File: config.mk
export PLATFORM = sky130hd
export DESIGN_NAME = sensor_pattern_gen
export DESIGN_NICKNAME = d
export VERILOG_FILES = /design/src/rtl/sensor_pattern_gen.sv
export SDC_FILE = /design/constraint.sdc
export NUM_CORES = 1
export LEC_CHECK = 0
export ABC_AREA = 1
export BUFFER_PORTS_ARGS = -buffer_cell sky130_fd_sc_hd__buf_2
export CAP_MARGIN = 5
export CORE_ASPECT_RATIO = 1.25
export CORE_UTILIZATION = 58
export CTS_BUF_LIST = sky130_fd_sc_hd__clkbuf_8 sky130_fd_sc_hd__clkbuf_16
export CTS_CLUSTER_SIZE = 20
export DETAILED_ROUTE_END_ITERATION = 12
export PLACE_DENSITY = 0.8
export SKIP_LAST_GASP = 1
export SYNTH_ARGS = -nofsm -noshare
export SYNTH_HDL_FRONTEND = slang
export SYNTH_SLANG_ARGS = --single-unit
export TNS_END_PERCENT = 1
File: constraint.sdc
create_clock -name sys_clk -period 2.1 [get_ports sys_clk]
set_input_delay 0.42 -clock sys_clk [delete_from_list [all_inputs] [get_ports sys_clk]]
set_output_delay 0.42 -clock sys_clk [all_outputs]
set_load 0.02 [all_outputs]
File: src/rtl/sensor_pattern_gen.sv
// Image-sensor emulator: divided pixel clock, frame/line timing, test patterns.
// Ports: sys_clk/sys_rst_n, enable/mode/fixed_val in; pix_clk/pix_data/valids/frame_done/frame_cnt out.
module sensor_pattern_gen #(
  parameter int DATA_W   = 8,
  parameter int PCLK_DIV = 4,
  parameter int H_ACTIVE = 100,
  parameter int H_BLANK  = 20,
  parameter int V_ACTIVE = 20,
  parameter int V_BLANK  = 4
) (
  input  logic              sys_clk,
  input  logic              sys_rst_n,
  input  logic              enable,
  input  logic [1:0]        mode,
  input  logic [DATA_W-1:0] fixed_val,
  output logic              pix_clk,
  output logic [DATA_W-1:0] pix_data,
  output logic              frame_valid,
  output logic              line_valid,
  output logic              frame_done,
  output logic [15:0]       frame_cnt
);

  localparam int HT   = H_ACTIVE + H_BLANK;
  localparam int VT   = V_ACTIVE + V_BLANK;
  localparam int HALF = PCLK_DIV / 2;
  localparam int DW   = $clog2(PCLK_DIV);
  // at least 4 bits so the checkerboard can always pick bit 3
  localparam int HW   = ($clog2(HT) < 4) ? 4 : $clog2(HT);
  localparam int VW   = ($clog2(VT) < 4) ? 4 : $clog2(VT);

  typedef enum logic [1:0] {
    IDLE, ACTIVE, HBLANK, VBLANK
  } state_t;

  state_t state, state_nx;

  logic [DW-1:0]     div_cnt;
  logic              tick;
  logic [HW-1:0]     h_cnt, h_inc;
  logic [VW-1:0]     v_cnt, v_inc;
  logic              h_wrap, v_last, act_last;
  logic              start, done;
  logic [1:0]        mode_q;
  logic [DATA_W-1:0] fix_q, run_cnt, pattern;

  assign tick = (div_cnt == DW'(HALF - 1));

  always_ff @(posedge sys_clk or negedge sys_rst_n) begin
    if (!sys_rst_n) begin
      div_cnt <= '0;
      pix_clk <= 1'b0;
    end else begin
      if (div_cnt == DW'(PCLK_DIV - 1)) begin
        div_cnt <= '0;
        pix_clk <= 1'b1;
      end else begin
        div_cnt <= div_cnt + DW'(1);
        if (tick) pix_clk <= 1'b0;
      end
    end
  end

  assign h_wrap   = (h_cnt == HW'(HT - 1));
  assign h_inc    = h_wrap ? '0 : h_cnt + HW'(1);
  assign v_last   = (v_cnt == VW'(VT - 1));
  assign v_inc    = v_last ? '0 : v_cnt + VW'(1);
  assign act_last = (v_cnt == VW'(V_ACTIVE - 1));

  always_ff @(posedge sys_clk or negedge sys_rst_n) begin
    if (!sys_rst_n) state <= IDLE;
    else            state <= state_nx;
  end

  always_comb begin
    state_nx = state;
    start    = 1'b0;
    done     = 1'b0;
    if (tick) begin
      unique case (state)
        IDLE: begin
          if (enable) begin
            state_nx = ACTIVE;
            start    = 1'b1;
          end
        end
        ACTIVE: begin
          if (h_inc == HW'(H_ACTIVE)) state_nx = HBLANK;
        end
        HBLANK: begin
          if (h_wrap) state_nx = act_last ? VBLANK : ACTIVE;
        end
        VBLANK: begin
          if (h_wrap && v_last) begin
            done = 1'b1;
            if (enable) begin
              state_nx = ACTIVE;
              start    = 1'b1;
            end else begin
              state_nx = IDLE;
            end
          end
        end
        default: state_nx = IDLE;
      endcase
    end
  end

  // leaving VBLANK wraps h/v to 0 on its own, so IDLE always sits at h=v=0
  always_ff @(posedge sys_clk or negedge sys_rst_n) begin
    if (!sys_rst_n) begin
      h_cnt   <= '0;
      v_cnt   <= '0;
      run_cnt <= '0;
      mode_q  <= '0;
      fix_q   <= '0;
    end else if (start) begin
      h_cnt   <= '0;
      v_cnt   <= '0;
      run_cnt <= '0;
      mode_q  <= mode;
      fix_q   <= fixed_val;
    end else if (tick && state != IDLE) begin
      h_cnt <= h_inc;
      if (h_wrap) v_cnt <= v_inc;
      if (state == ACTIVE) run_cnt <= run_cnt + DATA_W'(1);
    end
  end

  always_ff @(posedge sys_clk or negedge sys_rst_n) begin
    if (!sys_rst_n) begin
      frame_done <= 1'b0;
      frame_cnt  <= '0;
    end else begin
      frame_done <= done;
      if (done) frame_cnt <= frame_cnt + 16'd1;
    end
  end

  always_comb begin
    pattern = '0;
    unique case (mode_q)
      2'd0: pattern = run_cnt;
      2'd1: pattern = DATA_W'(h_cnt);
      2'd2: pattern = (h_cnt[3] ^ v_cnt[3]) ? '1 : '0;
      default: pattern = fix_q;
    endcase
  end

  // frame_valid ends with the last active pixel of the last line
  assign line_valid  = (state == ACTIVE);
  assign frame_valid = line_valid || (state == HBLANK && !act_last);
  assign pix_data    = line_valid ? pattern : '0;

endmodule

After elaboration in Yosys (flattened, before gate mapping)
Cells that the tools add are included.
{"block": "totals", "register_bits": 52, "in_bits": 13, "output_inout_bits": 28, "word_cells": 76}
{"block": "classes", "addsub": 5, "eq_ne": 15, "mux": 30, "n_bitwise": 1, "n_reduce_logical": 15}
{"operator": "8-bit 2-to-1 mux", "n": 5}
{"operator": "8-bit case mux with 3 select lines", "n": 1}
{"operator": "7-bit 2-to-1 mux", "n": 3}
{"operator": "5-bit 2-to-1 mux", "n": 4}
{"operator": "16-bit by 1-bit adder with 16-bit output, second input constant", "n": 1}
{"operator": "7-bit == test, second input constant", "n": 2}
{"operator": "2-bit 2-to-1 mux", "n": 6}
{"operator": "5-bit == test, second input constant", "n": 2}
{"operator": "2-bit nonzero test", "n": 5}
{"operator": "1-bit 2-to-1 mux", "n": 9}
{"operator": "8-bit by 1-bit adder with 8-bit output, second input constant", "n": 1}
{"operator": "2-bit == test, second input constant", "n": 4}
{"operator": "2-bit case mux with 4 select lines", "n": 1}
{"operator": "7-bit by 1-bit adder with 7-bit output, second input constant", "n": 1}
{"operator": "2-bit by 1-bit == test with 1-bit output, second input constant", "n": 3}
{"operator": "2-bit != test, second input constant", "n": 3}
{"operator": "5-bit by 1-bit adder with 5-bit output, second input constant", "n": 1}
{"operator": "5-bit AND reduction", "n": 1}
{"operator": "2-bit logical NOT", "n": 2}
{"operator": "2-bit AND reduction", "n": 2}
{"operator": "1-bit logical AND", "n": 3}
{"operator": "2-bit by 1-bit adder with 2-bit output, second input constant", "n": 1}
{"operator": "2-bit by 1-bit != test with 1-bit output, second input constant", "n": 1}
{"operator": "1-bit case mux with 2 select lines", "n": 1}
{"operator": "other kinds (3)", "n": 3}

Logic depth before layout (Yosys ltp)
Gate-level depths: netlist of the first run.
{"block": "logic_depth", "ltp_word": 7, "depth_mapped": 12, "depth_no_buf": 12}

Worst setup path before layout of the first run
No wires, ideal clock.
{"block": "synth_timing", "kind": "flip-flop to output port", "from": "register state[1]", "to": "output pix_data[7]", "t_arrival_ns": 1.484, "required_ns": 1.680, "slack_ns": 0.196, "stages_incl_launch_ff": 5, "path_buffers": 0, "path_cell_list": "dfrtp_1 > inv_1 > ha_1 > clkinv_1 > a31oi_1"}
{"block": "synth_between", "elab_chain_len": 2}
{"item": "from (decl)", "line_no": "36", "rtl": "state_t state, state_nx;"}
{"item": "from (signal assigned)", "line_no": "72", "rtl": "else state <= state_nx;"}
{"item": "2-bit by 1-bit == test with 1-bit output", "line_no": "151", "rtl": "assign line_valid = (state == ACTIVE);"}
{"item": "named net line_valid", "line_no": "19", "rtl": "output logic line_valid,"}
{"item": "8-bit 2-to-1 mux", "line_no": "153", "rtl": "assign pix_data = line_valid ? pattern : '0;"}
{"item": "to (decl)", "line_no": "17", "rtl": "output logic [DATA_W-1:0] pix_data,"}
The timed path passes the listed nets, and every way through them passes these cells.

Worst setup path after layout of the first run
{"block": "layout_timing", "from": "register mode_q[0]", "to": "output pix_data[1]"}
{"block": "layout_between", "elab_chain_len": 3, "elab_cells_between_ends": 5}
{"item": "from (decl)", "line_no": "44", "rtl": "logic [1:0] mode_q;"}
{"item": "from (signal assigned)", "line_no": "121", "rtl": "mode_q <= mode;"}
{"item": "2-bit == test, or another cell as far along", "line_no": "142", "rtl": "unique case (mode_q)"}
{"item": "8-bit case mux with 3 select lines (*)", "line_no": "142"}
{"item": "8-bit 2-to-1 mux (*)", "line_no": "153"}
Every way passes the cells marked *; elsewhere a longest branch is shown, timed or not.

==> results of run 1 <==
cell type report:
type / instances / share of cell area, %
inverters: 45 / 4.95
clock inverters: 2 / 1.71
clock buffers: 5 / 1.96
multi-input cells: 280 / 44.3
flip-flops and latches: 52 / 37.1
repair buffers: 47 / 7.76
well taps: 62 / 2.21
power by group through the flow:
stage / clock, W / sequential (W) / combinational, W
after floorplan: 0 / 0.00141 / 0.00118
after global placement: 0 / 0.00148 / 0.00147
after global routing: 0.000855 / 0.00150 / 0.00184
after detailed placement: 0 / 0.00149 / 0.00151
final: 0.000798 / 0.00147 / 0.00165
after CTS: 0.000806 / 0.00146 / 0.00158
kinds of logic (layout without fill, tap and decap cells):
| group | Yosys count | count (layout) | share of synthesized area [%] |
|---|---|---|---|
| flip-flops | 52 | 52 | 42.4 |
| adder cells (fa/ha/maj) | 10 | 10 | 4.08 |
| AO/OA/AOI/OAI | 61 | 61 | 11.0 |
| XOR/XNOR | 18 | 18 | 5.14 |
| AND/OR/NAND/NOR | 191 | 191 | 30.0 |
| buffers and inverters | 52 | 99 | 7.38 |
metrics by stage:
stage	setup TNS [ns]	cell area, sq um	instances
after floorplan	0	3070	384
after global placement	0	3320	482
after detailed placement	0	3320	482
after CTS	0	3480	492
after global routing	-0.378	3510	493
final	0	3510	493
worst register-to-register path, stage by stage (launching register included):
cell     delay [ns]
dfrtp_1        0.44
inv_1          0.11
ha_1           0.31
nor3b_2        0.43
nand2_8        0.23
nand2_2        0.17
nor2_1         0.05
nor2_1         0.09
inv_1          0.05
repair_timing:
item	CTS	global route
gates resized for setup	5	11
pin swaps	0	1
endpoints found under the setup margin	9	16
gates cloned	0	0
buffers inserted	3	1
how the worst min path moves through the flow:
stage | start | to | slack, ns | cells after the start
6_report | sys_rst_n | h_cnt[6] | 0.09 | 1
3_5_place_dp | sys_rst_n | mode_q[0] | 0.43 | 1
2_1_floorplan | sys_rst_n | div_cnt[0] | 0.12 | 0
5_1_grt | sys_rst_n | h_cnt[6] | 0.12 | 1
4_1_cts | sys_rst_n | mode_q[0] | 0.10 | 1
3_3_place_gp | sys_rst_n | mode_q[0] | 0.43 | 1
registers in the layout, indices dropped and copies added, names as in the netlist:
register	cells
state	2
fix_q	8
pix_clk	1
mode_q	2
frame_cnt	16
run_cnt	8
v_cnt	5
frame_done	1
div_cnt	2
h_cnt	7
layer usage:
layer  GRT usage [%]  up-vias  wire length [um]
li1                -     1345                 -
met1            36.3     1345              3080
met5               0        -                 0
met4            7.74        0               177
met3            5.08       19               319
met2            47.3       80              3710
cells in the final DEF (no fill, tap or decap), drive strengths merged, types with 2 or more instances in the layout:
cell,instances
xor2,13
a21oi,22
o211ai,4
nor2,36
dfrtp,52
nand3,39
bufinv,2
nor3b,2
nand4,8
buf,47
clkbuf,5
o21ai,30
inv,44
nand2,96
ha,10
nor3,7
or2,2
xnor2,5
==> flow_summary_export.csv, run 1 <==
group,metric,value,unit
job,maxCapViolCount,0,
pwr,total_power,0.00392,W
pwr,power_density,1110,nW/um^2
setup_path,critPathMaxStageDelay,0.40,ns
setup_path,cp_max_fo,8,
clock_network,cts.clk_slew.worst_paths,0.09,ns
drt,drt_iter0_drc,266,
yosys,synth_top_area_share,42.4,%
drt,wl_per_cell,14.8,um
timing,fin_skew,0.0164,ns
timing,finalSetupViolCount,0,
timing,fmax,0.488,GHz
clock_network,clk_path_buf_depth,2,
placement,dp_hpwl,5200,um
yosys,syn-cell-area,3070,sq um
drt,num_vias,2789,
placement,port_buffers,40,
pwr,swShare,42.4,%
setup_path,endpoint,"pix_data[1]",
setup_path,crit_chain,"buf_4 -> nor2_2 -> a21oi_1 -> a21oi_1 -> buf_4",
finish,nets,454,
pwr,p_int,0.00226,W
yosys,yosysWarnings,0,
clock_network,cts_buffers,5,
pwr,clockPowerShare,20.4,%
pwr,switchingPower,0.00166,W
finish,utilization,69.2,%
grt,overflow,0,
floorplanning,dieArea,5580,sq um
clock_network,cts_tree,"built",
floorplanning,die_x,67.0,um
setup_path,r2r-start,"state[0]",
floorplanning,row_count,29,
clock_network,cts.sinks,52,
drt,vias_per_cell,5.66,
yosys,syn_nets,407,
setup_path,end_kind,"output port",
clock_network,clockRootBuffer,"clkbuf_8",
timing,worst_slew_pin_slew,0.536,ns
yosys,seq_area_frac_synth,42.4,%
clock_network,postCtsHoldBufs,0,
clock_network,cts_max_level,2,
floorplanning,io_pins,41,
setup_path,path_buf_inv,2,
yosys,synth_area_leaders,"dfrtp_1 (42%), nand2_1 (11%), nand3_1 (6.2%)",
setup_path,critPathRequiredTime,1.68,ns
grt,antenna_found_initial,0,
drt,wl,7280,um
timing,grt_setup_unrepaired,"yes",
yosys,synth-edff-count,0,
finish,diodes,0,
yosys,synth_top_cell_by_area,"dfrtp_1",
setup_path,regToRegSetupSlack,0.13,ns
timing,finalHoldViolations,0,
setup_path,r2r_end,"h_cnt[3]",
setup_path,slowest_stage,"dfrtp_1",
drt,detail-route-antenna-nets,0,
placement,gp_congestion,0.873,
clock_network,clk_latency,0.31,ns
setup_path,cp.depth,5,
yosys,ys_top_cells_by_count,"nand2_1 (86), dfrtp_1 (52), inv_1 (41)",
floorplanning,start_util,60.4,%
timing,finalCriticalPeriod,2.05,ns
yosys,async_flop_share,100,%
timing,drv_slew,0,
yosys,yosysUniqueCellTypes,37,
pwr,p_leak,1.80,nW
status,status,"completed",
yosys,syn_area_per_cell,7.99,sq um
grt,grt_use_total,28.1,%
timing,fin_ws,0.0505,ns
grt,grt_max_degree,32,
setup_path,worstSetupStartpoint,"mode_q[0]",
setup_path,worst_ep_arrival_time,1.63,ns
finish,fillers,437,
placement,dp_slack,0.115,ns
pwr,p_comb_share,42.2,%
yosys,yosysMostFrequentCell,"nand2_1",
drt,dr.pass1.iters,5,
finish,multi_input_area,1560,sq um
pwr,p_seq_share,37.5,%
finish,seqCellArea,1300,sq um
setup_path,worstSetupPathType,"flip-flop to output port",
finish,drive_gt1_share,20.6,%
timing,period_share,97.6,%
pwr,ir_drop,0.763,mV
setup_path,ff2ff_path_depth,8,
timing,whs,0.0852,ns
setup_path,critical-path-top-delay-family,"flip-flops",
floorplanning,die_y,83.3,um
floorplanning,core,5080,sq um
min_path,min_path_type,"input port to asynchronous set/reset pin",
drt,route.detailed.drc,0,
yosys,ys_ff_latch,52,
yosys,ys.flop_type,"dfrtp_1",
yosys,postSynthCellCount,384,
setup_path,start_kind,"flip-flop",
finish,area_delta_synth_final,14.6,%
grt,grt_pass1_wl,12000,um
timing,relSlewSlack,64.3,%
grt,grt_pass1_vias,2624,
(Power assumes the default switching activity.)
==> inputs of run 2 (changes only) <==
--- a/config.mk
+++ b/config.mk
@@ -9,11 +9,10 @@
 export BUFFER_PORTS_ARGS = -buffer_cell sky130_fd_sc_hd__buf_2
 export CAP_MARGIN = 5
 export CORE_ASPECT_RATIO = 1.25
-export CORE_UTILIZATION = 58
+export CORE_UTILIZATION = 30
 export CTS_BUF_LIST = sky130_fd_sc_hd__clkbuf_8 sky130_fd_sc_hd__clkbuf_16
 export CTS_CLUSTER_SIZE = 20
 export DETAILED_ROUTE_END_ITERATION = 12
-export PLACE_DENSITY = 0.8
 export SKIP_LAST_GASP = 1
 export SYNTH_ARGS = -nofsm -noshare
 export SYNTH_HDL_FRONTEND = slang
==> flow_summary_export.csv, run 2 (same netlist as run 1, synthesis figures left out) <==
group,metric,value,unit
status,status,"completed",
setup_path,ff2ff_path_depth,11,
grt,antenna_found_initial,0,
drt,detail-route-antenna-nets,0,
drt,route.detailed.drc,0,
clock_network,clk_latency,0.30,ns
finish,largest_reg_flops,16,
timing,period_share,96.3,%
job,maxCapViolCount,0,
min_path,min_path_type,"input port to asynchronous set/reset pin",
placement,place_area,3430,sq um
grt,grt_pass1_vias,2607,
clock_network,clk_path_buf_depth,2,
setup_path,critPathRequiredTime,1.68,ns
pwr,power_density,1080,nW/um^2
finish,final_cell_mix,"nand2_1 (86), dfrtp_1 (50), inv_1 (40)",
drt,vias_per_cell,4.73,
placement,dp_hpwl,5400,um
clock_network,cts_tree,"built",
drt,drt_iter0_drc,162,
floorplanning,dieArea,10600,sq um
timing,finalCriticalPeriod,2.02,ns
pwr,clockPowerShare,21.6,%
grt,overflow,0,
clock_network,cts.sinks,52,
pwr,ir_drop,0.538,mV
timing,finalSetupViolCount,0,
placement,dp_slack,0.178,ns
timing,drv_slew,0,
floorplanning,die_y,115,um
floorplanning,core,9760,sq um
finish,area_delta_synth_final,19.0,%
floorplanning,io_pins,41,
placement,port_buffers,40,
pwr,swShare,42.3,%
timing,finalHoldViolations,0,
clock_network,cts.clk_slew.worst_paths,0.07,ns
placement,dpl.cell_count,550,
pwr,p_comb_share,41.5,%
finish,drive_gt1_share,21.5,%
drt,wl,7070,um
clock_network,cts_max_level,2,
pwr,p_int,0.00227,W
pwr,switchingPower,0.00167,W
drt,num_vias,2667,
setup_path,worst_ep_arrival_time,1.60,ns
timing,grt_setup_unrepaired,"yes",
timing,worst_slew_pin_slew,0.370,ns
setup_path,worstSetupPathType,"flip-flop to output port",
finish,largest-register,"frame_cnt",
timing,fmax,0.494,GHz
floorplanning,die_x,92.4,um
setup_path,cp_max_fo,7,
clock_network,postCtsHoldBufs,0,
finish,final_common_cell,"nand2_1",
setup_path,start_kind,"flip-flop",
pwr,p_seq_share,36.9,%
drt,dr.pass1.iters,4,
timing,relSlewSlack,75.1,%
clock_network,clockRootBuffer,"clkbuf_16",
finish,top_regs,"frame_cnt (16), fix_q (8), run_cnt (8)",
clock_network,cts_buffers,5,
finish,finalInstanceArea,3650,sq um
floorplanning,start_util,31.4,%
timing,fin_skew,0.00667,ns
grt,grt_use_total,14.3,%
setup_path,end_kind,"output port",
finish,nets,460,
grt,grt_pass1_wl,12100,um
pwr,p_leak,1.85,nW
grt,grt_max_degree,53,
drt,wl_per_cell,12.5,um
placement,gp_congestion,0.851,
timing,fin_ws,0.0768,ns
floorplanning,row_count,40,
finish,diodes,0,
finish,fin_cells,564,
[run 2: path summary, 6_finish.rpt]
path                       slack [ns]           end         start
hold / removal                    0.1  frame_cnt[7]     sys_rst_n
setup / recovery                 0.08   pix_data[6]     mode_q[1]
hold reg to reg                  0.46    div_cnt[0]    div_cnt[0]
setup reg to reg                 0.18     mode_q[1]      h_cnt[1]
min in group sys_clk             0.35      fix_q[6]  fixed_val[6]
max in group asynchronous        1.74      v_cnt[3]     sys_rst_n
[run 2: power groups by stage]
stage | logic, W | registers [W] | clock network, W
global route | 0.00183 | 0.00150 | 0.000909
floorplan | 0.00118 | 0.00141 | 0
global placement | 0.00154 | 0.00148 | 0
finish | 0.00163 | 0.00145 | 0.000851
detailed placement | 0.00156 | 0.00149 | 0
CTS | 0.00157 | 0.00147 | 0.000867
[run 2: critical path: stages, from the launching register on]
cell and delay (ns):
dfrtp_1 0.39, inv_1 0.12, nand2_1 0.14, o21ai_0 0.29, a21oi_1 0.07, a21oi_1 0.12
buf_2 0.17
[run 2: repair_timing]
action | in CTS | in global routing
setup endpoints to repair | 9 | 9
setup buffers | 0 | 6
pin swaps | 0 | 1
resized for setup | 1 | 7
[run 2: routing by layer]
| layer | vias to the layer above | track usage, % | part of all wire [%] |
|---|---|---|---|
| met3 | 10 | 3.11 | 4.5 |
| met2 | 50 | 25.4 | 51 |
| met5 | - | 0 | 0 |
| met4 | 0 | 5.00 | 1.2 |
| met1 | 1246 | 16.9 | 44 |
| li1 | 1361 | - | - |
[run 2: metrics by stage]
| step | TNS, ns | utilization, % | hold WS, ns | power, W |
|---|---|---|---|---|
| floorplan | 0 | - | 0.124 | 0.00259 |
| global placement | 0 | 35.2 | 0.438 | 0.00301 |
| detailed placement | 0 | 35.2 | 0.439 | 0.00304 |
| CTS | -0.178 | 36.7 | 0.119 | 0.00390 |
| global route | -0.0787 | 37.4 | 0.131 | 0.00423 |
| finish | 0 | 37.4 | 0.0999 | 0.00394 |
[run 2: final cells by class]
cell class | instances | area [sq um]
repair buffers | 53 | 315
fillers | 1030 | 6110
well taps | 126 | 158
multi-input cells | 280 | 1550
inverters | 45 | 170
clock inverters | 3 | 27.5
clock buffers | 5 | 125
flip-flops and latches | 52 | 1300
==> inputs of run 3 (changes only) <==
--- a/config.mk
+++ b/config.mk
@@ -13,6 +13,7 @@
 export CTS_BUF_LIST = sky130_fd_sc_hd__clkbuf_8 sky130_fd_sc_hd__clkbuf_16
 export CTS_CLUSTER_SIZE = 20
 export DETAILED_ROUTE_END_ITERATION = 12
+export RECOVER_POWER = 50
 export SKIP_LAST_GASP = 1
 export SYNTH_ARGS = -nofsm -noshare
 export SYNTH_HDL_FRONTEND = slang
==> flow_summary_export.csv, run 3 (same netlist as run 1, synthesis figures left out) <==
group,metric,value,unit
drt,num_vias,2661,
job,maxCapViolCount,0,
finish,drive_gt1_share,19.6,%
drt,drt_iter0_drc,161,
setup_path,start_kind,"flip-flop",
floorplanning,io_pins,41,
drt,dr.pass1.iters,4,
setup_path,critPathRequiredTime,1.68,ns
finish,nets,460,
pwr,ir_drop,0.532,mV
grt,grt_max_degree,53,
placement,dp_slack,0.178,ns
finish,fillers,1035,
finish,final_cell_mix,"nand2_1 (86), dfrtp_1 (50), inv_1 (41)",
pwr,power_density,1080,nW/um^2
min_path,hold_start,"fixed_val[6]",
setup_path,end_kind,"output port",
grt,antenna_found_initial,0,
clock_network,cts_tree,"built",
floorplanning,start_util,31.4,%
timing,relSlewSlack,15.2,%
setup_path,regToRegSetupSlack,0.18,ns
floorplanning,die_y,115,um
timing,worst_slew_pin_slew,1.27,ns
floorplanning,row_count,40,
grt,grt_pass1_vias,2607,
drt,detail-route-antenna-nets,0,
grt,grt_use_total,14.3,%
drt,wl_per_cell,12.5,um
floorplanning,dieArea,10600,sq um
placement,gp_congestion,0.851,
timing,drv_slew,0,
drt,wl,7050,um
clock_network,cts.clk_slew.worst_paths,0.07,ns
clock_network,clk_latency,0.29,ns
timing,period_share,96.2,%
setup_path,ff2ff_path_depth,11,
finish,largest_reg_flops,16,
clock_network,cts_max_level,2,
finish,diodes,0,
setup_path,worst_ep_arrival_time,1.60,ns
drt,vias_per_cell,4.72,
setup_path,cp_max_fo,7,
timing,finalHoldViolations,0,
placement,port_buffers,40,
finish,area_delta_synth_final,18.2,%
clock_network,clockRootBuffer,"clkbuf_16",
clock_network,postCtsHoldBufs,0,
clock_network,cts.sinks,52,
clock_network,cts_buffers,5,
finish,top_regs,"frame_cnt (16), fix_q (8), run_cnt (8)",
finish,final_common_cell,"nand2_1",
grt,grt_pass1_wl,12100,um
placement,dp_hpwl,5400,um
setup_path,r2r_end,"mode_q[1]",
clock_network,clk_path_buf_depth,2,
drt,route.detailed.drc,0,
grt,overflow,0,
timing,fin_ws,0.0802,ns
finish,largest-register,"frame_cnt",
timing,finalCriticalPeriod,2.02,ns
timing,fmax,0.495,GHz
min_path,whs_path_depth,3,
min_path,min_to,"fix_q[6]",
floorplanning,core,9760,sq um
setup_path,r2r-start,"h_cnt[1]",
setup_path,worstSetupPathType,"flip-flop to output port",
min_path,min_path_type,"input port to flip-flop",
pwr,p_leak,1.82,nW
status,status,"completed",
timing,whs,0.354,ns
timing,finalSetupViolCount,0,
timing,fin_skew,0.00674,ns
timing,grt_setup_unrepaired,"yes",
floorplanning,die_x,92.4,um
run 3: changes by cell type in the layout (fill, tap and decap cells not counted):
cell and delta:
buf_2 -7, clkbuf_1 +7, buf_12 -1, clkbuf_2 +1, inv_1 +1, inv_2 -1
run 3: critical path: stages, from the launching register on:
cell and delay [ns]:
dfrtp_1 0.39, inv_1 0.12, nand2_1 0.14, o21ai_0 0.29, a21oi_1 0.07, a21oi_1 0.12, buf_2 0.17
run 3: per-stage QoR:
stage	area (sq um)	util (%)	total power (W)	cells	setup TNS (ns)
2_1_floorplan	3070	-	0.00259	384	0
3_3_place_gp	3430	35.2	0.00301	550	0
3_5_place_dp	3430	35.2	0.00304	550	0
4_1_cts	3590	36.7	0.00390	558	-0.178
5_1_grt	3630	37.2	0.00423	564	-0.0787
6_report	3630	37.2	0.00393	564	0
run 3: area by class of cell:
type / instances / area [sq um] / area share [%]
clock buffer: 5 / 125 / 3.45
inverter: 45 / 170 / 4.69
clock inverter: 3 / 27.5 / 0.759
multi-input combinational: 280 / 1550 / 42.8
sequential: 52 / 1300 / 36.0
tap: 126 / 158 / 4.35
timing repair buffer: 53 / 292 / 8.04
run 3: what timing repair did:
| action | CTS | global route |
|---|---|---|
| setup endpoints to repair | 9 | 9 |
| cloned | 0 | 0 |
| gates resized for setup | 1 | 7 |
| buffers inserted | 0 | 6 |
| pin swaps | 0 | 1 |
run 3: layer usage:
layer | vias to the layer above | GRT usage [%] | share of wire, %
li1 | 1363 | - | -
met1 | 1240 | 16.9 | 44
met2 | 50 | 25.4 | 51
met3 | 8 | 3.11 | 4.2
met4 | 0 | 5.00 | 1.2
met5 | - | 0 | 0
run 3: how the worst max path moves through the flow:
stage | start | end
floorplan | state[1] | pix_data[7]
global placement | h_cnt[1] | frame_cnt[8]
detailed placement | h_cnt[1] | frame_cnt[8]
CTS | h_cnt[3] | pix_data[2]
global route | h_cnt[3] | pix_data[2]
finish | mode_q[1] | pix_data[6]
run 3: power breakdown:
group	switching, W	internal (W)	total, W	leakage (nW)
Clock	0.000394	0.000453	0.000847	0.0719
Combinational	0.00104	0.000586	0.00163	1.07
Sequential	0.000224	0.00123	0.00145	0.681
